<file path="src/rtl/alu_exec_unit_pkg.sv">
// Shared ALU definitions: data width, op-code constants and exec-unit FSM states.
// Also used by the ALU control decoder.
package alu_defs;

   localparam int unsigned DATA_W = 16;

   typedef enum logic [3:0] {
      ALU_ADD     = 4'd0,
      ALU_ADD_ALT = 4'd1,
      ALU_SUB     = 4'd2,
      ALU_AND     = 4'd3,
      ALU_OR      = 4'd4,
      ALU_SLT     = 4'd5,
      ALU_SRL     = 4'd6,
      ALU_SLL     = 4'd7,
      ALU_SRA     = 4'd8
   } alu_op_e;

   typedef enum logic {
      ST_IDLE  = 1'b0,
      ST_SHIFT = 1'b1
   } alu_state_e;

   typedef enum logic [1:0] {
      SH_SRL = 2'd0,
      SH_SLL = 2'd1,
      SH_SRA = 2'd2
   } shift_mode_e;

   function automatic logic is_shift_op(input logic [3:0] op);
      return (op == ALU_SRL) || (op == ALU_SLL) || (op == ALU_SRA);
   endfunction

   function automatic shift_mode_e shift_mode(input logic [3:0] op);
      case (op)
         ALU_SLL: return SH_SLL;
         ALU_SRA: return SH_SRA;
         default: return SH_SRL;
      endcase
   endfunction

endpackage

</file>
<file path="src/rtl/alu_serial_shifter.sv">
// Bit-serial shifter: loads operand, amount and direction, then moves one bit per
// enabled cycle while counting down.
module alu_serial_shifter
   import alu_defs::*;
(
   input  logic              clk,
   input  logic              reset,
   input  logic              load_i,
   input  logic              shift_i,
   input  logic [DATA_W-1:0] data_i,
   input  logic [3:0]        shamt_i,
   input  shift_mode_e       mode_i,
   output logic [DATA_W-1:0] shifted_o,
   output logic              last_o
);

   logic [DATA_W-1:0] data_q, data_d;
   logic [3:0]        count_q, count_d;
   shift_mode_e       mode_q, mode_d;

   always_comb begin
      case (mode_q)
         SH_SLL:  shifted_o = {data_q[DATA_W-2:0], 1'b0};
         SH_SRA:  shifted_o = {data_q[DATA_W-1], data_q[DATA_W-1:1]};
         default: shifted_o = {1'b0, data_q[DATA_W-1:1]};
      endcase
   end

   assign last_o = (count_q == 4'd1);

   always_comb begin
      data_d  = data_q;
      count_d = count_q;
      mode_d  = mode_q;
      if (load_i) begin
         data_d  = data_i;
         count_d = shamt_i;
         mode_d  = mode_i;
      end else if (shift_i) begin
         data_d  = shifted_o;
         count_d = count_q - 4'd1;
      end
   end

   always_ff @(posedge clk) begin
      if (reset) begin
         data_q  <= '0;
         count_q <= '0;
         mode_q  <= SH_SRL;
      end else begin
         data_q  <= data_d;
         count_q <= count_d;
         mode_q  <= mode_d;
      end
   end

endmodule

</file>
<file path="src/rtl/alu_exec_unit.sv">
// ALU execution unit: single-cycle arithmetic/logic ops, multi-cycle serial shifts,
// registered result/flags with a one-cycle done pulse.
module alu_exec_unit
   import alu_defs::*;
(
   input  logic              clk,
   input  logic              reset,
   input  logic              start,
   input  logic [3:0]        aluControl,
   input  logic [DATA_W-1:0] operandA,
   input  logic [DATA_W-1:0] operandB,
   output logic              busy,
   output logic              done,
   output logic [DATA_W-1:0] result,
   output logic              zero,
   output logic              overflow
);

   alu_state_e        state_q, state_d;
   logic [DATA_W-1:0] result_q, result_d;
   logic              zero_q, zero_d;
   logic              ovf_q, ovf_d;
   logic              done_q, done_d;

   logic [DATA_W-1:0] sum, diff, alu_res, shifted;
   logic              alu_ovf, sh_load, sh_step, sh_last, shift_multi;

   assign sum  = operandA + operandB;
   assign diff = operandA - operandB;
   assign shift_multi = is_shift_op(aluControl) && (operandB[3:0] != 4'd0);

   always_comb begin
      alu_res = '0;
      alu_ovf = 1'b0;
      case (aluControl)
         ALU_ADD, ALU_ADD_ALT: begin
            alu_res = sum;
            alu_ovf = (operandA[DATA_W-1] == operandB[DATA_W-1]) &&
                      (sum[DATA_W-1] != operandA[DATA_W-1]);
         end
         ALU_SUB: begin
            alu_res = diff;
            alu_ovf = (operandA[DATA_W-1] != operandB[DATA_W-1]) &&
                      (diff[DATA_W-1] != operandA[DATA_W-1]);
         end
         ALU_AND: alu_res = operandA & operandB;
         ALU_OR:  alu_res = operandA | operandB;
         ALU_SLT: alu_res = {{(DATA_W-1){1'b0}}, ($signed(operandA) < $signed(operandB))};
         // Zero-length shifts complete immediately with the unshifted operand.
         ALU_SRL, ALU_SLL, ALU_SRA: alu_res = operandA;
         default: alu_res = '0;
      endcase
   end

   always_comb begin
      state_d  = state_q;
      result_d = result_q;
      zero_d   = zero_q;
      ovf_d    = ovf_q;
      done_d   = 1'b0;
      sh_load  = 1'b0;
      sh_step  = 1'b0;
      case (state_q)
         ST_IDLE: begin
            if (start) begin
               if (shift_multi) begin
                  sh_load = 1'b1;
                  state_d = ST_SHIFT;
               end else begin
                  result_d = alu_res;
                  zero_d   = (alu_res == '0);
                  ovf_d    = alu_ovf;
                  done_d   = 1'b1;
               end
            end
         end
         ST_SHIFT: begin
            sh_step = 1'b1;
            if (sh_last) begin
               state_d  = ST_IDLE;
               result_d = shifted;
               zero_d   = (shifted == '0);
               ovf_d    = 1'b0;
               done_d   = 1'b1;
            end
         end
         default: state_d = ST_IDLE;
      endcase
   end

   always_ff @(posedge clk) begin
      if (reset) begin
         state_q  <= ST_IDLE;
         result_q <= '0;
         zero_q   <= 1'b0;
         ovf_q    <= 1'b0;
         done_q   <= 1'b0;
      end else begin
         state_q  <= state_d;
         result_q <= result_d;
         zero_q   <= zero_d;
         ovf_q    <= ovf_d;
         done_q   <= done_d;
      end
   end

   alu_serial_shifter u_shifter (
      .clk       (clk),
      .reset     (reset),
      .load_i    (sh_load),
      .shift_i   (sh_step),
      .data_i    (operandA),
      .shamt_i   (operandB[3:0]),
      .mode_i    (shift_mode(aluControl)),
      .shifted_o (shifted),
      .last_o    (sh_last)
   );

   assign busy     = (state_q == ST_SHIFT);
   assign done     = done_q;
   assign result   = result_q;
   assign zero     = zero_q;
   assign overflow = ovf_q;

endmodule

</file>
<file path="config.mk">
export PLATFORM = sky130hd
export DESIGN_NAME = alu_exec_unit
export DESIGN_NICKNAME = d
export VERILOG_FILES = /design/src/rtl/alu_exec_unit_pkg.sv /design/src/rtl/alu_serial_shifter.sv /design/src/rtl/alu_exec_unit.sv
export SDC_FILE = /design/constraint.sdc
export NUM_CORES = 1
export LEC_CHECK = 0
export ABC_AREA = 1
export CAP_MARGIN = 10
export CORE_MARGIN = 2
export CORE_UTILIZATION = 55
export DETAILED_ROUTE_END_ITERATION = 8
export HOLD_SLACK_MARGIN = 0.08
export MAX_ROUTING_LAYER = met4
export PLACE_DENSITY_LB_ADDON = 0.05
export SETUP_SLACK_MARGIN = 0.02
export SLEW_MARGIN = 5
export SYNTH_ARGS = -nofsm -noshare
export SYNTH_HDL_FRONTEND = slang
export SYNTH_SLANG_ARGS = --single-unit
</file>
<file path="constraint.sdc">
create_clock -name clk -period 3.7 [get_ports clk]
set_input_delay 0.74 -clock clk [delete_from_list [all_inputs] [get_ports clk]]
set_output_delay 0.74 -clock clk [all_outputs]
set_load 0.01 [all_outputs]
</file>
# After elaboration in Yosys (flattened, before gate mapping)
# Cells that the tools add are included.
[word_totals]
reg_bits = 42
latch_bits = 0
ram_bits = 0
rom_bits = 0
inputBits = 39
output_inout_bits = 20
wordCells = 76
n_memories = 0
[classes]
add_sub_neg = 3
mul = 0
n_div = 0
n_lt_le_gt_ge = 1
n_eq_ne = 18
n_shift = 0
mux = 30
bitwise_logic = 3
n_reduce_logical = 13
[op_table]
columns = ["op", "count"]
rows = [
  ["$pmux W16 S6", 1],
  ["$mux W16", 5],
  ["$pmux W16 S2", 2],
  ["$logic_not A16 Y1", 2],
  ["$add A16 B16 Y16", 1],
  ["$and A16 B16 Y16", 1],
  ["$eq A4 B3 Y1 const B", 4],
  ["$lt A16 B16 Y1", 1],
  ["$or A16 B16 Y16", 1],
  ["$sub A16 B16 Y16", 1],
  ["$mux W1", 14],
  ["$pmux W1 S2", 5],
  ["$eq A4 B1 Y1 const B", 2],
  ["$eq A4 B2 Y1 const B", 2],
  ["$mux W4", 2],
  ["$eq A4 B4 Y1 const B", 1],
  ["$logic_not A4 Y1", 1],
  ["$ne A2 B2 Y1 const B", 2],
  ["$pmux W2 S2", 1],
  ["$reduce_bool A4 Y1", 1],
  ["$sub A4 B1 Y4 const B", 1],
  ["$logic_and A1 B1 Y1", 3],
  ["$ne A1 B1 Y1", 3],
  ["$reduce_and A3 Y1", 1],
  ["other kinds (9)", 10],
]

# Longest topological paths before layout
[logic_depth]
ltp_word = 8
ltp_mapped = 19
ltp_nobuf = 18

# Modules after synthesis
# Synthesis repeated with hierarchy kept, for this count alone.
[hier_totals]
hier_cells = 869
hier_area_um2 = 5203.7
[modules_own_cells]
columns = ["module", "n_inst", "cells_each", "area_per_inst_um2", "seq_area_each_um2"]
rows = [
  ["alu_exec_unit", 1, 694, 3975.1, 400.4],
  ["alu_serial_shifter", 1, 175, 1228.7, 440.4],
]

# Worst setup path before layout
# OpenSTA, ideal clock, no wires.
[synth_path]
kind = "input port to flip-flop"
from = "input port operandA[0]"
to = "register zero_q (netlist: zero)"
setup_ns = 0.070
t_arrival_ns = 2.343
t_required_ns = 3.630
slack_ns = 1.288
stages = 17
n_path_buf = 0
path_cell_list = "inv_1 -> ha_1 -> inv_1 -> fa_1 -> nand2_1 -> nand2_1 -> nand3_1 -> nand2_1 -> nand2_1 -> nand3_1 -> nand3_1 -> nand3_1 -> nor2_1 -> nand2_1 -> nor2_1 -> nand3_1 -> a21oi_1"
[synth_via]
elab_chain_cells = 6
elab_cells_between_ends = 10
cone_classes = "2 x add/sub; 1 x order compare; 4 x mux; 2 x bitwise; 1 x reduce/logical"
[synth_lines]
columns = ["item", "line_no", "source"]
rows = [
  ["from (decl)", "alu_exec_unit.sv:10", "input logic [DATA_W-1:0] operandA,"],
  ["$sub A16 B16 Y16, or another cell as far along", "alu_exec_unit.sv:29", "assign diff = operandA - operandB;"],
  ["$pmux W16 S6 *", "alu_exec_unit.sv:35", "case (aluControl)"],
  ["$logic_not A16 Y1 *", "alu_exec_unit.sv:71", "zero_d = (alu_res == '0);"],
  ["$mux W1 *", "alu_exec_unit.sv:66", "if (shift_multi) begin"],
  ["$mux W1 *", "alu_exec_unit.sv:65", "if (start) begin"],
  ["$pmux W1 S2 *", "alu_exec_unit.sv:63", "case (state_q)"],
  ["to (signal assigned)", "alu_exec_unit.sv:101", "zero_q <= zero_d;"],
  ["to (decl)", "alu_exec_unit.sv:21", "logic zero_q, zero_d;"],
]
# Mark *: on every way between the ends. The rest lies on a longest branch, timed or not. The select of a mux whose other input is x is not followed.
# A chain may end at the register's enable or synchronous reset.

# Worst setup path in the final report
# Ends and elaborated chain as after synthesis.

==> out/summary.txt <==
Outcome: finished clean
Required time of the critical path: 3.93 ns
Slew headroom: 0.5086
Commonest non-fill, non-tap cell in the layout: nand2_1
Gpl congestion: 0.9807
Die height: 98.34 µm
Ys async rst share: 0
Power share of the clock group: 0.198
Net Switching: 0.0005792 W
PwrDens: 249.9 mW/mm²
Pleak: 2.814 nW
Detailed-route via count: 5,816
Number of port buffers: 58
Mapped cell area: 0.004895 mm²
Register area share after synthesis: 0.1718
Critical path launch point type: input port
# hold bufs at CTS: 0
Worst slew pin tran: 0.7363 ns
Gr ovfl total: 0
Minimum clock period: 3.253 ns
Worst-skew pair later-pin latency: 0.30 ns
Detail Placement HPWL: 13.11 mm
Maximum clock insertion buffer count: 2
FF-to-FF Start: busy
Clock Skew: 0.007492 ns
First-pass GRT wire length: 26.63 mm
Worst vdd ir: 0.1617 mV
Root Buffer: clkbuf_8
Num CTS Buffers: 5
Fillers: 873
Cells after Synth: 833
FMAX: 0.3074 GHz
Vias in the first global route: 5,405
Area Growth Syn to Fin: 16.21%
Initial Utilization: 0.5640
Vias per inst: 5.828
Post-layout nets: 988
CP endpoint kind: register
Critical path arrival: 3.49 ns
Post-layout power: 0.001421 W
Hold crit path type: register to register
Max Cap Violations: 0
Slew Limit Fails: 0
FF/Latch Area: 840.8 µm²
Clock sink total: 42
Die W: 98.34 µm
CP Class: input port to register
Fin Setup TNS: 0 ns
Final setup violation count: 0
R2R depth: 5
Core ar.: 0.008678 mm²
DP Area: 0.005612 mm²
GRT Util Overall: 0.3499
Syn avg cell area: 5.876 µm²
CTS tree: done
Wire per inst: 16.83 µm
Largest net degree at the start of global routing: 38
Final Hold Viols: 0
Crit Path Max Fanout: 4
Drt drc: 0
Seq pwr share: 0.352
TritonRoute pass-1 iters: 5
Post-synth cell types: 41
Yosys reg bits: 42
Number of synthesized flops with an enable pin: 0
Ant diodes: 0
Critical path origin: operandA[0]
Clock-pin slew on the worst setup and hold paths: 0.08 ns
Initial antenna violation count: 0
Switching share of power: 0.4075
Comb pwr share: 0.450
Die Area: 0.009670 mm²
Post-CTS Setup Bufs: 0
Syn. warnings: 0
Critical R2R Capture: u_shifter.data_q[4]
Cell row count: 34
Multi-input gate area: 0.003410 mm²
Tcrit/Tclk final: 0.8793
R2R setup slack: 1.27 ns
DRT antenna net count: 0
Share of post-route cells with drive strength above 1: 0.05281
Worst setup margin: 0.4467 ns
CTS HTree Levels: 2
Critical Path End: zero
Most frequent cells in the layout: nand2_1 (243), inv_1 (126), nor2_1 (91)
Pre-CTS setup slack: 0.2262 ns
PostCTS Resize Cnt: 0
RSZ-0062 raised after global routing: no
1st-iter DRT viols: 436
Synthesized net count: 931
Core Util, Final: 0.6554
Cell internal pwr: 0.0008422 W
Post-synth top flop: dfxtp_1
Post-route cell area: 0.005688 mm²
Routed wire length: 16.80 mm
# IOs: 59
==> cell families after synthesis <==
group | Yosys count | synth area share
simple gates | 444 | 0.3753
buf+inv | 160 | 0.1316
compound gates | 125 | 0.1621
fa+ha+maj | 59 | 0.1539
flops | 42 | 0.1718
xor+xnor | 3 | 0.005369
==> critical path: stages <==
cell             delay, ns
clkdlybuf4s50_1       0.51
ha_1                  0.35
fa_1                  0.51
nand3_1               0.15
nand2_1               0.11
nand2_1               0.09
nand2_1               0.09
nand2_1               0.10
nand2_1               0.11
nor2_1                0.10
nor2_1                0.07
nor2_1                0.18
nand2_1               0.07
nor2_1                0.11
nand3_1               0.08
a21oi_1               0.12
==> synthesized netlist by cell type, drive strengths merged (7+ instances only) <==
cell type,number,area [µm²]
nand2,247,937.1
inv,131,491.7
nor2,96,372.9
nand3,81,410.4
ha,57,713.2
a21oi,42,221.5
dfxtp,42,840.8
o21ai,22,110.1
a31oi,17,106.4
buf,17,107.6
o22ai,12,75.07
clkbuf,11,41.29
a32oi,10,87.58
a221oi,9,85.08
nand4,8,50.05
nor3,7,35.03
==> power by group through the flow <==
stage	Combinational (W)	Sequential (W)	Clock [W]
after floorplan	0.000396	0.000511	0
after global placement	0.000613	0.000509	0
after detailed placement	0.000622	0.000509	0
after CTS	0.000626	0.000499	0.000283
after global routing	0.000707	0.000503	0.000306
final	0.000640	0.000500	0.000282
==> sequential cells by signal, indices dropped and copies added (netlist names) <==
signal and count:
zero 1, overflow 1, result 16, done 1, busy 1, u_shifter.count_q 4, u_shifter.mode_q 2, u_shifter.data_q 16
==> worst min-delay path by stage <==
stage,start,endpoint,slack (ns),cells after the start
6_report,overflow,overflow,0.47,2
5_1_grt,overflow,overflow,0.48,2
4_1_cts,overflow,overflow,0.47,2
3_5_place_dp,overflow,overflow,0.46,2
3_3_place_gp,result[3],result[3],0.46,2
2_1_floorplan,u_shifter.mode_q[0],u_shifter.mode_q[0],0.47,2
==> per-stage QoR <==
step,instances,hold WS [ns]
floorplan,833,0.4653
global placement,991,0.4597
detailed placement,991,0.4643
CTS,998,0.4722
global route,998,0.4847
finish,998,0.4693
==> metal layers <==
metal | part of all wire | track usage | vias up
li1 | - | - | 2806
met4 | 0.035 | 0.1275 | 0
met5 | 0 | - | -
met3 | 0.079 | 0.04223 | 50
met2 | 0.47 | 0.5746 | 295
met1 | 0.42 | 0.4424 | 2665
==> layout make-up <==
cell class              instances  share of cell area
multi-input cells             631              0.5994
repair buffers                 78              0.1285
flip-flops and latches         42              0.1478
clock buffers                   7             0.01342
inverters                     132             0.08711
well taps                     108             0.02376
Note: power is estimated with default switching activity, not from simulation.
